$ cat config.mk
export PLATFORM = sky130hd
export DESIGN_NAME = add_seq_ctrl
export DESIGN_NICKNAME = d
export VERILOG_FILES = /design/src/rtl/add_seq_ctrl_pkg.sv /design/src/rtl/full_adder8.sv /design/src/rtl/add_seq_ctrl.sv
export SDC_FILE = /design/constraint.sdc
export NUM_CORES = 1
export LEC_CHECK = 0
export CORE_UTILIZATION = 45
export DETAILED_ROUTE_END_ITERATION = 10
export PLACE_DENSITY = 0.76
export SLEW_MARGIN = 10
export SYNTH_ARGS = -nofsm -noshare
export SYNTH_HDL_FRONTEND = slang
export SYNTH_HIERARCHICAL = 1
export SYNTH_SLANG_ARGS = --single-unit
$ cat constraint.sdc
create_clock -name clk -period 4.4 [get_ports clk]
set_input_delay 1.32 -clock clk [delete_from_list [all_inputs] [get_ports clk]]
set_output_delay 1.32 -clock clk [all_outputs]
set_load 0.01 [all_outputs]
$ cat src/rtl/add_seq_ctrl_pkg.sv
// Shared definitions for the multi-precision add/subtract sequencer:
// FSM state encodings and the datapath byte width.
package add_seq_defs;

    localparam int BYTE_W = 8;

    typedef enum logic [1:0] {
        ST_IDLE = 2'd0,
        ST_RUN  = 2'd1,
        ST_DONE = 2'd2
    } state_t;

endpackage

$ cat src/rtl/full_adder8.sv
// Shared 8-bit ripple adder used one byte per cycle by the sequencer.
module full_adder8 (
    input  logic [7:0] a,
    input  logic [7:0] b,
    input  logic       cin,
    output logic [7:0] sum,
    output logic       cout
);

    assign {cout, sum} = {1'b0, a} + {1'b0, b} + {8'b0, cin};

endmodule

$ cat src/rtl/add_seq_ctrl.sv
// Multi-precision add/subtract sequencer. Walks the operands one byte per
// cycle, LSB first, through a single full_adder8 and chains the carry in a
// register so W-bit arithmetic needs only the 8-bit adder.
//
//   state   | meaning
//   --------+--------------------------------------------------------------
//   ST_IDLE | waiting for start; operands latched on acceptance
//   ST_RUN  | one byte step per cycle, idx = byte being added
//   ST_DONE | one-cycle done pulse; sum/cout/ovf valid and held afterwards
module add_seq_ctrl
    import add_seq_defs::*;
#(
    parameter int WORDS = 4
) (
    input  logic                  clk,
    input  logic                  rst,
    input  logic                  start,
    input  logic [BYTE_W*WORDS-1:0] a,
    input  logic [BYTE_W*WORDS-1:0] b,
    input  logic                  cin,
    input  logic                  sub,
    output logic                  busy,
    output logic                  done,
    output logic [BYTE_W*WORDS-1:0] sum,
    output logic                  cout,
    output logic                  ovf
);

    localparam int W     = BYTE_W * WORDS;
    localparam int IDX_W = $clog2(WORDS);
    localparam logic [IDX_W-1:0] LAST_IDX = IDX_W'(WORDS - 1);

    state_t           state_q, state_d;
    logic [W-1:0]     opa_q, opa_d;
    logic [W-1:0]     opb_q, opb_d;
    logic             carry_q, carry_d;
    logic [IDX_W-1:0] idx_q, idx_d;
    logic [W-1:0]     sum_q, sum_d;
    logic             cout_q, cout_d;
    logic             ovf_q, ovf_d;

    logic [BYTE_W-1:0] a_byte, b_byte, s_byte;
    logic              c_byte;

    // Select the operand bytes addressed by idx for the shared adder.
    always_comb begin
        a_byte = '0;
        b_byte = '0;
        for (int k = 0; k < WORDS; k++) begin
            if (idx_q == IDX_W'(k)) begin
                a_byte = opa_q[k*BYTE_W +: BYTE_W];
                b_byte = opb_q[k*BYTE_W +: BYTE_W];
            end
        end
    end

    full_adder8 u_adder (
        .a    (a_byte),
        .b    (b_byte),
        .cin  (carry_q),
        .sum  (s_byte),
        .cout (c_byte)
    );

    // Next-state logic: operand latch on accept, byte steps, final flags.
    always_comb begin
        state_d = state_q;
        opa_d   = opa_q;
        opb_d   = opb_q;
        carry_d = carry_q;
        idx_d   = idx_q;
        sum_d   = sum_q;
        cout_d  = cout_q;
        ovf_d   = ovf_q;
        case (state_q)
            ST_IDLE: begin
                if (start) begin
                    state_d = ST_RUN;
                    opa_d   = a;
                    // Subtraction is A + ~B + 1.
                    opb_d   = sub ? ~b : b;
                    carry_d = sub ? 1'b1 : cin;
                    idx_d   = '0;
                end
            end
            ST_RUN: begin
                for (int k = 0; k < WORDS; k++) begin
                    if (idx_q == IDX_W'(k)) begin
                        sum_d[k*BYTE_W +: BYTE_W] = s_byte;
                    end
                end
                carry_d = c_byte;
                idx_d   = idx_q + 1'b1;
                if (idx_q == LAST_IDX) begin
                    state_d = ST_DONE;
                    cout_d  = c_byte;
                    ovf_d   = (opa_q[W-1] == opb_q[W-1]) &&
                              (s_byte[BYTE_W-1] != opa_q[W-1]);
                end
            end
            ST_DONE: begin
                state_d = ST_IDLE;
            end
            default: begin
                state_d = ST_IDLE;
            end
        endcase
    end

    // State and datapath registers with synchronous reset.
    always_ff @(posedge clk) begin
        if (rst) begin
            state_q <= ST_IDLE;
            opa_q   <= '0;
            opb_q   <= '0;
            carry_q <= 1'b0;
            idx_q   <= '0;
            sum_q   <= '0;
            cout_q  <= 1'b0;
            ovf_q   <= 1'b0;
        end else begin
            state_q <= state_d;
            opa_q   <= opa_d;
            opb_q   <= opb_d;
            carry_q <= carry_d;
            idx_q   <= idx_d;
            sum_q   <= sum_d;
            cout_q  <= cout_d;
            ovf_q   <= ovf_d;
        end
    end

    assign busy = (state_q == ST_RUN);
    assign done = (state_q == ST_DONE);
    assign sum  = sum_q;
    assign cout = cout_q;
    assign ovf  = ovf_q;

endmodule

[Word level (Yosys, flattened, before mapping)]
Cells that the tools add are included.
Word-level totals
  output and inout port bits: 36
  flip-flop bits (word level): 103
Cells by class
  reduce and logical (&&, ||, !) cells: 11
  bitwise logic cells: 1
  eq/ne operators: 9
  mux-type cells: 17
  add/subtract/negate cells: 3
Operators by type and width (count)
  $mux W8: 8
  $mux W32: 1
  $not A32 Y32: 1
  $reduce_and A2 Y1: 7
  $add A8 B8 Y9: 1
  $add A9 B1 Y9: 1
  $pmux W2 S2: 2
  $eq A2 B2 Y1 const B: 3
  $mux W2: 3
  $eq A2 B1 Y1 const B: 2
  $logic_not A2 Y1: 2
  $add A2 B1 Y2 const B: 1
  $mux W1: 2
  $ne A2 B1 Y1 const B: 1
  $ne A2 B2 Y1 const B: 1
  $pmux W1 S2: 1
  $reduce_bool A2 Y1: 1
  $eq A1 B1 Y1: 1
  $logic_and A1 B1 Y1: 1
  $ne A1 B1 Y1: 1

[Longest topological paths before layout]
  word-level depth: 9
  gate-level depth with buffers: 16
  depth with buffers taken out: 14

[Modules after synthesis]
Netlist, hierarchy kept.
By module, submodules not included
  add_seq_ctrl: cells an instance 571, instances 1, area an instance 4554.4 um^2, seq. area each 2062.0 um^2
  full_adder8: cells an instance 38, instances 1, area an instance 312.8 um^2, seq. area each 0.0 um^2

[Worst setup path after synthesis]
OpenSTA, ideal clock, no wires.
  path kind: register -> register
  start point: register idx_q[0]
  end point: register ovf_q (netlist: ovf)
  path buffers: 2
  data arrival time: 3153 ps
  setup time: 91 ps
  period minus slack after synthesis: 3244 ps
  path slack: 1156 ps
  stages on the path, launching flop included: 15
  cell sequence: dfxtp_1 > inv_1 > ha_1 > clkbuf_1 > clkbuf_1 > nand2_1 > o21ai_0 > a22o_1 > fa_1 > a211oi_1 > nor3_1 > nor4_1 > a211o_1 > or3b_2 > a311oi_1
On the way
  cells in the longest elaborated chain, start to end: 9
  elaborated cells on any way between the ends: 17
Ends and longest elaborated chain
  start, declared: line add_seq_ctrl.sv:37  | logic [IDX_W-1:0] idx_q, idx_d;
  start signal, assigned: line add_seq_ctrl.sv:126  | idx_q <= idx_d;
  $logic_not A2 Y1: line add_seq_ctrl.sv:50  | if (idx_q == IDX_W'(k)) begin
  $mux W8 (3 in series): line add_seq_ctrl.sv:50
  $mux W8 *: line add_seq_ctrl.sv:50
  named net a_byte[0]: line add_seq_ctrl.sv:42  | logic [BYTE_W-1:0] a_byte, b_byte, s_byte;
  $add A8 B8 Y9 *: line full_adder8.sv:10  | assign {cout, sum} = {1'b0, a} + {1'b0, b} + {8'b0, cin};
  $add A9 B1 Y9 *: line full_adder8.sv:10
  named net s_byte[7]: line add_seq_ctrl.sv:42
  $ne A1 B1 Y1 *: line add_seq_ctrl.sv:98  | (s_byte[BYTE_W-1] != opa_q[W-1]);
  $logic_and A1 B1 Y1 *: line add_seq_ctrl.sv:97  | ovf_d = (opa_q[W-1] == opb_q[W-1]) &&
  end signal, assigned: line add_seq_ctrl.sv:129  | ovf_q <= ovf_d;
  end, declared: line add_seq_ctrl.sv:40  | logic ovf_q, ovf_d;
Mark *: on every way through the listed nets, which the timed path passes. The rest lies on a longest branch.
A chain may end at the register's enable or synchronous reset.

[Worst setup path after layout]
  start point: register idx_q[1]
  end point: register ovf_q (netlist: ovf)
The elaborated chain is that of the path after synthesis.

==> out/metrics.cfg <==
[cells_and_area]
nNetsFinal=763
drive_gt1_share_pct=5.25
fill_cells=951
area_growth_pct=25.1
fin_cells=822
n_antenna_cell=0

[flow_run]
max_cap_violations=0

[placed_design]
placed_cells=806
dpl.hpwl_um=8690
gp_congestion=0.875
io_buffer_count=104

[yosys]
yosysMostFrequentCell=nand2_1
yosysSeqAreaShare_pct=42.4
netlist_area_um2=4870
yosys-top-cells-count=nand2_1, dfxtp_1, a21oi_1
synth_flop_cell=dfxtp_1
postSynth.asyncResetShare_pct=0
synth-edff-count=0
avgSynthCellArea_um2=7.99
synth_cells=609
syn-num-nets=691
synth.distinct_cells=40
ys_seq_elements=103
synth_area_leaders=dfxtp_1, a21oi_1, nand2_1
yosys.area.top_type=dfxtp_1
synth.top_cell.area_share_pct=42.4
yosys_warnings=6

[clock_network]
clkTransAtPathRegs_ns=0.09
cts_root_buf=clkbuf_8
cts_resized=0
cts_tree=done
hold_buffers=0
cts_buffers=9
post_cts_buffers=0
h-tree-depth=3
clk_latency_ns=0.37
cts_buffer_depth=2
cts_num_sinks=103

[drt]
avgRoutedWirePerCell_um=14.1
drt_first_iter_violations=187
dr.pass1.iters=5
drc=0
wl_um=11600
vias_per_cell=5.26
num_vias=4320
ant_nets=0

[global_routing]
antenna_found_initial=0
grt_pass1_wl_um=19500
grt-ovfl-total=0
grt_pass1_vias=4142
grt_max_degree=105
track_usage_pct=21.9

[floorplan]
die_h_um=106
start_util_pct=46.7
io-pin-count=105
die_area_um2=11200
core_um2=10400
std_cell_rows=37
die_w_um=106

[sta]
final_max_slew_viol_count=0
setup_viol=0
max_clock_freq_mhz=268
post-route-period-util_pct=84.9
rsz0062_at_grt=no
relSlewSlack_pct=28.7
finalSetupTns_ns=0
tightest_slew_ns=1.07
worst_clock_skew_ns=0.0130
finalCriticalPeriod_ns=3.73
hold_violations=0

[critical_path]
cp-end-kind=register
cp_max_fo=27
worst-setup-path-type=reg2reg
crit_path_start_kind=register
required_ns=4.68
crit_arrival_ns=4.01

[power]
vdd_drop_max_v=0.000233
p_seq_share_pct=50.0
p_switching_uw=598
p_int_uw=1460
leakagePower_uw=0.00219
power.share.switching_pct=29.1
combPwrFrac_pct=21.3
pwr_density_cell_nw_per_um2=337
clkPwrFrac_pct=28.7

[min_path]
hp-class=reg2reg

[run_status]
status=finished, final reports clean

==> final cells by class <==
| class | count | area [um^2] | area share [%] |
|---|---|---|---|
| multi-input combinational | 436 | 2500 | 41.1 |
| sequential | 103 | 2060 | 33.9 |
| timing repair buffer | 111 | 1090 | 17.8 |
| tap | 136 | 170 | 2.79 |
| clock buffer | 10 | 128 | 2.10 |
| inverter | 20 | 75.1 | 1.23 |
| clock inverter | 6 | 67.6 | 1.11 |
==> power by group through the flow <==
| stage | logic [uW] | clock network (uW) | registers [uW] |
|---|---|---|---|
| 2_1_floorplan | 292 | 0 | 1040 |
| 3_3_place_gp | 426 | 0 | 1050 |
| 3_5_place_dp | 438 | 0 | 1050 |
| 4_1_cts | 439 | 601 | 1030 |
| 5_1_grt | 486 | 643 | 1030 |
| 6_report | 437 | 590 | 1030 |
==> layout by cell type, fill, tap and decap left out, types with 2 or more instances in the layout <==
master and instances:
nand2_1 125, dfxtp_1 103, clkdlybuf4s50_1 102, a21oi_1 100, nor2_1 39, xnor2_1 28, a211oi_1 25, nand3_1 24
inv_1 20, o21ai_0 19, a22o_1 16, ha_1 11, xor2_1 9, clkbuf_8 9, a211oi_2 8, buf_4 8
nand3b_1 5, mux2i_1 3, nor2b_1 2, o21a_1 2, inv_6 2, clkinvlp_4 2, nor3_1 2, fa_1 2
==> sequential cells by signal, summed over array words and instances, names as in the netlist <==
name,count
state_q,2
ovf,1
opb_q,32
idx_q,2
opa_q,32
sum,32
carry_q,1
cout,1
==> metrics by stage <==
step           instance area, um^2  setup slack (ns)  utilization, %  total power (uW)  hold slack (ns)
2_1_floorplan                 4870              1.16               -              1330            0.436
3_3_place_gp                  5890             0.874            56.6              1470            0.446
3_5_place_dp                  5890             0.689            56.6              1490            0.449
4_1_cts                       6090             0.664            58.5              2070            0.462
5_1_grt                       6090             0.280            58.5              2160            0.483
6_report                      6090             0.666            58.5              2050            0.460
==> worst max-delay path: stages, from the launching register on <==
cell	delay [ns]
dfxtp_1	0.35
inv_1	0.08
ha_1	0.70
o21ai_0	0.21
a22o_1	0.24
fa_1	0.48
a211oi_1	0.34
nor3_1	0.12
nor4_1	0.20
a211o_1	0.21
or3b_2	0.45
a311oi_1	0.26
==> final timing paths <==
| check | depth (start not counted) | end | slack, ns | from |
|---|---|---|---|---|
| worst max-delay path | 11 | ovf | 0.67 | idx_q[1] |
| worst min-delay path | 2 | sum[5] | 0.46 | sum[5] |
| worst max register to register | 11 | ovf | 0.67 | idx_q[1] |
| worst min register to register | 2 | sum[5] | 0.46 | sum[5] |
==> per-layer routing <==
layer	global-route usage [%]	up-vias	share of wire (%)
li1	-	2206	-
met1	28.0	1942	43
met2	36.7	152	49
met3	4.17	20	6.4
met4	7.54	0	1.5
met5	0	-	0
==> cells by family after synthesis <==
family / after synthesis / synth area share (%)
xor+xnor: 37 / 6.66
compound gates: 178 / 22.7
fa+ha+maj: 13 / 3.65
simple gates: 205 / 17.7
flops: 103 / 42.4
buf+inv: 70 / 6.38
mux: 3 / 0.617
(Power assumes the default switching activity.)
